===== config.mk =====
export PLATFORM = sky130hd
export DESIGN_NAME = mel_energy_accum
export DESIGN_NICKNAME = d
export VERILOG_FILES = /design/src/rtl/mel_energy_accum.sv
export SDC_FILE = /design/constraint.sdc
export NUM_CORES = 2
export LEC_CHECK = 0
export BUFFER_PORTS_ARGS = -buffer_cell sky130_fd_sc_hd__buf_4
export CAP_MARGIN = 40
export CELL_PAD_IN_SITES_DETAIL_PLACEMENT = 0
export CELL_PAD_IN_SITES_GLOBAL_PLACEMENT = 2
export CORE_MARGIN = 2
export CORE_UTILIZATION = 45
export CTS_CLUSTER_SIZE = 24
export DETAILED_ROUTE_END_ITERATION = 12
export HOLD_SLACK_MARGIN = 0.1
export PLACE_DENSITY_LB_ADDON = 0.25
export REMOVE_ABC_BUFFERS = 1
export SLEW_MARGIN = 20
export SYNTH_ARGS = -nofsm -noshare
export SYNTH_HDL_FRONTEND = slang
export SYNTH_SLANG_ARGS = --single-unit

===== constraint.sdc =====
create_clock -name clk -period 7.3 [get_ports clk]
set_clock_uncertainty 0.2 [all_clocks]
set_input_delay 0.73 -clock clk [delete_from_list [all_inputs] [get_ports clk]]
set_output_delay 0.73 -clock clk [all_outputs]
set_load 0.005 [all_outputs]

===== src/rtl/mel_energy_accum.sv =====
// mel_energy_accum: applies triangular mel weights to power bins and accumulates one energy per filter.
// Optional MEL_ACC_SAT_EN: accumulator adds saturate at 2^ACC_W-1 instead of wrapping.
module mel_energy_accum #(
    parameter int NUM_FILT = 26,
    parameter int PWR_W    = 32,
    parameter int ACC_W    = 44
) (
    input  logic             clk,
    input  logic             rst_n,
    input  logic             pwr_valid,
    output logic             pwr_ready,
    input  logic [PWR_W-1:0] pwr_data,
    input  logic [9:0]       pwr_weight,
    input  logic             pwr_last,
    input  logic             pwr_sof,
    input  logic             pwr_eof,
    output logic             mel_valid,
    input  logic             mel_ready,
    output logic [ACC_W-1:0] mel_data,
    output logic [5:0]       mel_idx,
    output logic             mel_eof,
    output logic             acc_ovf
);
    localparam int         PW     = PWR_W + 1;
    localparam logic [5:0] K_LAST = 6'(NUM_FILT - 1);

    logic             stall;
    logic [9:0]       w_lo;
    logic [PWR_W+9:0] lo_prod, hi_prod;
    logic [PW-1:0]    lo_d, hi_d, lo_q, hi_q;
    logic [8:0]       lo_unused, hi_unused;
    logic             s1_v_q, s1_sof_q, s1_last_q, s1_eof_q;

    logic [ACC_W-1:0] cur_q, cur_d, nxt_q, nxt_d, cur_base, nxt_base, cur_new, nxt_new;
    logic [ACC_W:0]   cur_sum, nxt_sum;
    logic [5:0]       k_q, k_d, k_eff;
    logic             done_q, done_d, ovf_q, ovf_d, run, emit, fin;
    logic             em_v_q, em_v_d, em_eof_q, em_eof_d;
    logic [ACC_W-1:0] em_data_q, em_data_d;
    logic [5:0]       em_idx_q, em_idx_d;

    logic             mel_valid_q, mel_eof_q;
    logic [ACC_W-1:0] mel_data_q;
    logic [5:0]       mel_idx_q;

    // A full output register freezes the whole pipeline.
    assign stall     = mel_valid_q & ~mel_ready;
    assign pwr_ready = ~stall;

    assign w_lo    = 10'd512 - pwr_weight;
    assign lo_prod = {{PWR_W{1'b0}}, w_lo} * {10'd0, pwr_data};
    assign hi_prod = {{PWR_W{1'b0}}, pwr_weight} * {10'd0, pwr_data};
    assign {lo_d, lo_unused} = lo_prod;
    assign {hi_d, hi_unused} = hi_prod;

    always_ff @(posedge clk or negedge rst_n) begin
        if (!rst_n) begin
            s1_v_q    <= 1'b0;
            s1_sof_q  <= 1'b0;
            s1_last_q <= 1'b0;
            s1_eof_q  <= 1'b0;
            lo_q      <= '0;
            hi_q      <= '0;
        end else if (!stall) begin
            s1_v_q    <= pwr_valid;
            s1_sof_q  <= pwr_sof;
            s1_last_q <= pwr_last;
            s1_eof_q  <= pwr_eof;
            lo_q      <= lo_d;
            hi_q      <= hi_d;
        end
    end

    // A sof bin discards prior contents, so it accumulates onto zero at filter 0.
    assign cur_base = s1_sof_q ? '0 : cur_q;
    assign nxt_base = s1_sof_q ? '0 : nxt_q;
    assign k_eff    = s1_sof_q ? 6'd0 : k_q;
    assign cur_sum  = {1'b0, cur_base} + {{(ACC_W + 1 - PW){1'b0}}, lo_q};
    assign nxt_sum  = {1'b0, nxt_base} + {{(ACC_W + 1 - PW){1'b0}}, hi_q};
`ifdef MEL_ACC_SAT_EN
    assign cur_new  = cur_sum[ACC_W] ? '1 : cur_sum[ACC_W-1:0];
    assign nxt_new  = nxt_sum[ACC_W] ? '1 : nxt_sum[ACC_W-1:0];
`else
    assign cur_new  = cur_sum[ACC_W-1:0];
    assign nxt_new  = nxt_sum[ACC_W-1:0];
`endif
    assign run  = s1_v_q & (s1_sof_q | ~done_q);
    assign emit = s1_last_q | s1_eof_q;
    assign fin  = s1_eof_q | (k_eff == K_LAST);

    always_comb begin
        cur_d     = cur_q;
        nxt_d     = nxt_q;
        k_d       = k_q;
        done_d    = done_q;
        ovf_d     = ovf_q;
        em_v_d    = 1'b0;
        em_data_d = em_data_q;
        em_idx_d  = em_idx_q;
        em_eof_d  = em_eof_q;
        if (run) begin
            cur_d     = emit ? (fin ? '0 : nxt_new) : cur_new;
            nxt_d     = emit ? '0 : nxt_new;
            k_d       = emit ? (fin ? 6'd0 : k_eff + 6'd1) : k_eff;
            done_d    = emit & fin;
            ovf_d     = (ovf_q & ~s1_sof_q) | cur_sum[ACC_W] | nxt_sum[ACC_W];
            em_v_d    = emit;
            em_data_d = emit ? cur_new : em_data_q;
            em_idx_d  = emit ? k_eff : em_idx_q;
            em_eof_d  = emit ? fin : em_eof_q;
        end
    end

    always_ff @(posedge clk or negedge rst_n) begin
        if (!rst_n) begin
            cur_q     <= '0;
            nxt_q     <= '0;
            k_q       <= '0;
            done_q    <= 1'b0;
            ovf_q     <= 1'b0;
            em_v_q    <= 1'b0;
            em_data_q <= '0;
            em_idx_q  <= '0;
            em_eof_q  <= 1'b0;
        end else if (!stall) begin
            cur_q     <= cur_d;
            nxt_q     <= nxt_d;
            k_q       <= k_d;
            done_q    <= done_d;
            ovf_q     <= ovf_d;
            em_v_q    <= em_v_d;
            em_data_q <= em_data_d;
            em_idx_q  <= em_idx_d;
            em_eof_q  <= em_eof_d;
        end
    end

    always_ff @(posedge clk or negedge rst_n) begin
        if (!rst_n) begin
            mel_valid_q <= 1'b0;
            mel_data_q  <= '0;
            mel_idx_q   <= '0;
            mel_eof_q   <= 1'b0;
        end else if (!stall) begin
            mel_valid_q <= em_v_q;
            mel_data_q  <= em_v_q ? em_data_q : mel_data_q;
            mel_idx_q   <= em_v_q ? em_idx_q : mel_idx_q;
            mel_eof_q   <= em_v_q ? em_eof_q : mel_eof_q;
        end
    end

    assign mel_valid = mel_valid_q;
    assign mel_data  = mel_data_q;
    assign mel_idx   = mel_idx_q;
    assign mel_eof   = mel_eof_q;
    assign acc_ovf   = ovf_q;
endmodule


* After elaboration in Yosys (flattened, before gate mapping)
Cells that the tools add are included.
Word-level totals: word-level logic and storage cells 51, output and inout bits 54, input port bits 49, register bits after elaboration 270
Cells by class: multiplexer cells 9, multipliers 2, equal/unequal tests 1, reduce and logical (&&, ||, !) cells 3, bitwise operators 13, add/sub/neg operators 4
Operator list (count):
- two-way mux 44 bit | 5
- adder 44 x 33 -> 45 bit | 2
- multiplier 10 x 32 -> 42 bit | 2
- two-way mux 6 bit | 3
- subtractor 10 bit (first input constant) | 1
- adder 6 x 1 -> 6 bit (second input constant) | 1
- equality test 6 x 5 -> 1 bit (second input constant) | 1
- bitwise OR 1 bit | 5
- bitwise AND 1 bit | 4
- inverter 1 bit | 4
- AND reduction 2 bit | 2
- AND reduction 3 bit | 1
- two-way mux 1 bit | 1

* Logic depth before layout (Yosys ltp)
depth after elaboration 5, mapped depth 30, mapped depth without buffers 26

* Least setup slack after synthesis
No wires, ideal clock.
path type in2reg, from input port pwr_weight[4], to register lo_q[14], library setup time 131 ps, data required time 6969 ps, arrival 7248 ps, buffers on the path 2, stages on the path 26, setup slack -278 ps, cells stage by stage clkbuf_1 -> or4_1 -> nor3_1 -> nor4b_1 -> xor2_1 -> clkbuf_1 -> nand2_1 -> fa_1 -> fa_1 -> inv_1 -> fa_1 -> fa_1 -> inv_1 -> fa_1 -> inv_1 -> ha_1 -> and4_1 -> a41oi_1 -> o21ai_1 -> a2111oi_4 -> nor2b_1 -> o31a_1 -> o221a_2 -> a21oi_1 -> xor2_1 -> o21ai_1
Between the ends: longest elaborated chain between the ends 2
Ends and longest elaborated chain:
- from (decl) | line 13 | input logic [9:0] pwr_weight,
- subtractor 10 bit | line 50 | assign w_lo = 10'd512 - pwr_weight;
- multiplier 10 x 32 -> 42 bit | line 51 | assign lo_prod = {{PWR_W{1'b0}}, w_lo} * {10'd0, pwr_data};
- to (signal assigned) | line 69 | lo_q <= lo_d;
- to (decl) | line 30 | logic [PW-1:0] lo_d, hi_d, lo_q, hi_q;
Every way passes these cells. A chain may end at the register's enable or synchronous reset.

* Final worst setup path
from input port pwr_weight[5], to register lo_q[14]
Same word-level chain as after synthesis.

==> summary.md <==
| Metric | Value |
|---|---|
| # IOs | 103 |
| Num CTS Buffers | 26 |
| Number of global-route vias before repair | roughly 26000 |
| Post-synthesis simple-gate area fraction | 17.2% |
| CP arrival | about 7.2 ns |
| Final setup fails | 0 |
| Worst-case clock buffer depth | 3 |
| Max-Slew Margin vs Limit | roughly 48% |
| Clk pin slew, worst setup/hold paths | 0.07 ns |
| # rows | 100 |
| # clock sinks | 270 |
| Top cells by count, synth | nand2_1 (523), inv_1 (497), fa_1 (476) |
| Startpoint types | primary input |
| Post-synthesis compound-gate area fraction | between 10% and 20% |
| Hold Path Class | in -> reg |
| Setup ws final | approximately 0.33 ns |
| Critical path type | in -> reg |
| Status | finished clean |
| Synth Area in XOR/XNOR | around 3.9% |
| CP required | around 7.5 ns |
| Pint | around 10000 uW |
| Syn-to-layout area delta | 10.3% |
| Number of synthesized register bits | 270 |
| Die Width | about 280 um |
| Placer Congestion | 0.905 |
| Wirelength, routed | approximately 90000 um |
| Max-cap violations | 0 |
| Tot GR Track Use | ~23% |
| Post-DR vias/cell | approximately 5.4 |
| DP HPWL | 70300 um |
| Period minus WS final | 6.97 ns |
| Dpl cell area | between 30000 and 40000 sq um |
| Sw frac | approximately half |
| Post-Syn Area | 33700 sq um |
| Antenna-violating nets left | 0 |
| Pleak | ~0.018 uW |
| Initial Util | a little under half |
| Post-Synth Adder-Cell Area | 36.4% |
| Post-layout nets | around 4500 |
| Via count | between 20000 and 30000 |
| Initial antenna violation count | 0 |
| Clock network fraction of total power | ~7.4% |
| # diodes | 0 |
| First-pass GRT wire length | between 100000 and 150000 um |
| Synth area leader | fa_1 |
| Max Clk Rate | 0.144 GHz |
| 1st-iter DRT viols | ~1500 |
| Mean Syn Cell Area | 9.13 sq um |
| Pre-CTS WS | -0.607 ns |
| Number of port buffers | between 100 and 150 |
| Final hold violation count | 0 |
| Count leader, synth | nand2_1 |
| Yosys top cell area share | around 28% |
| Combinational cell fraction of total power | 79.2% |
| Async SR Flop Fraction | between 90% and 100% |
| Multiplexer area fraction after synthesis | 2.69% |
| Max Slew Vio Count | 0 |
| Sequential Power Share | between 10% and 20% |
| GRT overflow | 0 |
| Worst setup EP type | register |
| Period utilization | between 90% and 100% |
| H-tree levels | 1 |
| Reg2Reg Depth | 13 |
| Warnings from Yosys | 0 |
| Cells after Synth | ~3700 |
| Largest family of logic cells by synthesized area | adder cells |
| CTS tree | built |
| Core region area | between 70000 and 80000 sq um |
| Worst Max-Slew Pin Slew | between 0.7 and 0.8 ns |
| TritonRoute pass-1 iters | 5 |
| EDFF count, synth | 0 |
| Worst hold path depth | 3 |
| DRC | 0 |
| Die ar. | 77100 sq um |
| Wire per inst | approximately 19 um |
| Most used DFF post-synth | dfrtp_1 |
| Worst skew pair latency | about 0.58 ns |
| Synth top area cells | fa_1 (28%), dfrtp_1 (20%), ha_1 (8.1%) |
| Synth cell types | 86 |
| Net Sw Power | between 9000 and 10000 uW |
| Worst VDD drop | approximately 0.34 mV |
| Share of layout cells above drive strength 1 | roughly 11% |
| Seq/Total Area, Yosys | between 20% and 30% |
| Largest net degree at the start of global routing | approximately 120 |
| Fin area | 37200 sq um |
| DIE HEIGHT | between 200 and 300 um |
| PD cells | roughly 530 nW/um^2 |
| Hold WS | 0.160 ns |
| CP max FO | 5 |
| Root Buffer | clkbuf_16 |
path summary, 6_finish.rpt:
path,slack (ns),from,to
min in group asynchronous,0.59,rst_n,em_data_q[30]
hold / removal,0.16,pwr_valid,s1_v_q
max in group asynchronous,5.05,rst_n,nxt_q[19]
hold reg to reg,0.27,nxt_q[0],nxt_q[0]
setup reg to reg,2.61,s1_sof_q,cur_q[38]
setup / recovery,0.33,pwr_weight[5],lo_q[14]
power groups by stage:
stage	logic, uW	registers (uW)	clock network (uW)
after floorplan	10300	2510	0
after global placement	15200	2650	0
after detailed placement	15400	2650	0
after CTS	15500	2630	1500
after global routing	17500	2710	1550
final	15500	2630	1450
flip-flops by register name, indices dropped and copies added (netlist names), 6 cells and up:
name / count
em_data_q: 44
nxt_q: 44
hi_q: 33
lo_q: 33
mel_data: 44
mel_idx: 6
em_idx_q: 6
k_q: 6
cur_q: 44
cells by family (layout without fill, tap and decap cells):
family | Yosys count | count (layout)
buffers and inverters | 699 | 789
flip-flops | 270 | 270
adder cells (fa/ha/maj) | 695 | 695
XOR/XNOR | 150 | 150
multiplexers | 81 | 81
AO/OA/AOI/OAI | 597 | 597
AND/OR/NAND/NOR | 1201 | 1201
metal layers:
| metal | share of wire (%) | track usage, % |
|---|---|---|
| met3 | 3.8 | 1.63 |
| met4 | 1.2 | 3.58 |
| met1 | 48 | 34.0 |
| met5 | 0 | 0 |
| met2 | 47 | 38.5 |
worst max-delay path, cell delays in order:
cell       delay (ns)
buf_4            0.11
or4_4            0.57
nor3_4           0.21
nor4b_4          0.21
buf_4            0.17
xor2_4           0.18
buf_4            0.17
and2_1           0.14
fa_1             0.42
fa_1             0.52
fa_1             0.44
fa_1             0.49
inv_1            0.05
fa_1             0.51
inv_1            0.05
ha_1             0.31
and4_1           0.24
o2111a_1         0.17
a2111oi_4        0.35
buf_4            0.20
nor2b_1          0.06
o31a_1           0.27
o221a_2          0.26
a21oi_1          0.17
xor2_1           0.15
o21ai_1          0.06
cell usage in the layout (no fill, tap or decap), types with 10 or more instances in the layout:
master and instances:
buf_4 233, dfrtp_1 269, nand3_1 36, xor2_1 49
fa_1 476, a21o_1 69, and3_1 14, o21bai_1 15
nand4_1 20, nor2b_1 81, a31oi_1 13, mux2_2 73
clkbuf_16 26, and2_1 282, a211oi_1 14, a221oi_1 23
o31ai_1 22, o21a_1 17, a22o_1 36, ha_1 219
xnor2_1 93, nor3_1 17, inv_1 497, a21oi_1 167
o21ai_0 67, nor2_1 165, o21ai_1 59, o211ai_1 12
nand2b_1 10, nand2_1 521
cell type report:
type	count	area [sq um]
clock inverter	14	175
clock buffer	34	741
tap	969	1210
multi-input combinational	2724	24500
fill	7028	37100
sequential	270	6760
inverter	499	1870
timing repair buffer	242	1910
metrics by stage:
| stage | utilization (%) | cells | total power [uW] | setup TNS [ns] |
|---|---|---|---|---|
| 5_1_grt | 50.0 | 4752 | 21700 | -0.0201 |
| 6_report | 50.0 | 4752 | 19600 | 0 |
| 3_3_place_gp | 48.6 | 4701 | 17800 | -5.79 |
| 2_1_floorplan | - | 3493 | 12800 | -19.29 |
| 3_5_place_dp | 48.6 | 4703 | 18100 | -8.56 |
| 4_1_cts | 49.9 | 4752 | 19700 | 0 |
repair_timing:
action,4_1_cts,5_1_grt
endpoints found under the setup margin,2,12
gates resized for setup,1,14
hold buffers,1,0
buffers inserted,0,0
pin swaps,0,4
hold endpoints to repair,96,0
No activity file was read; power rests on OpenSTA's default activity.
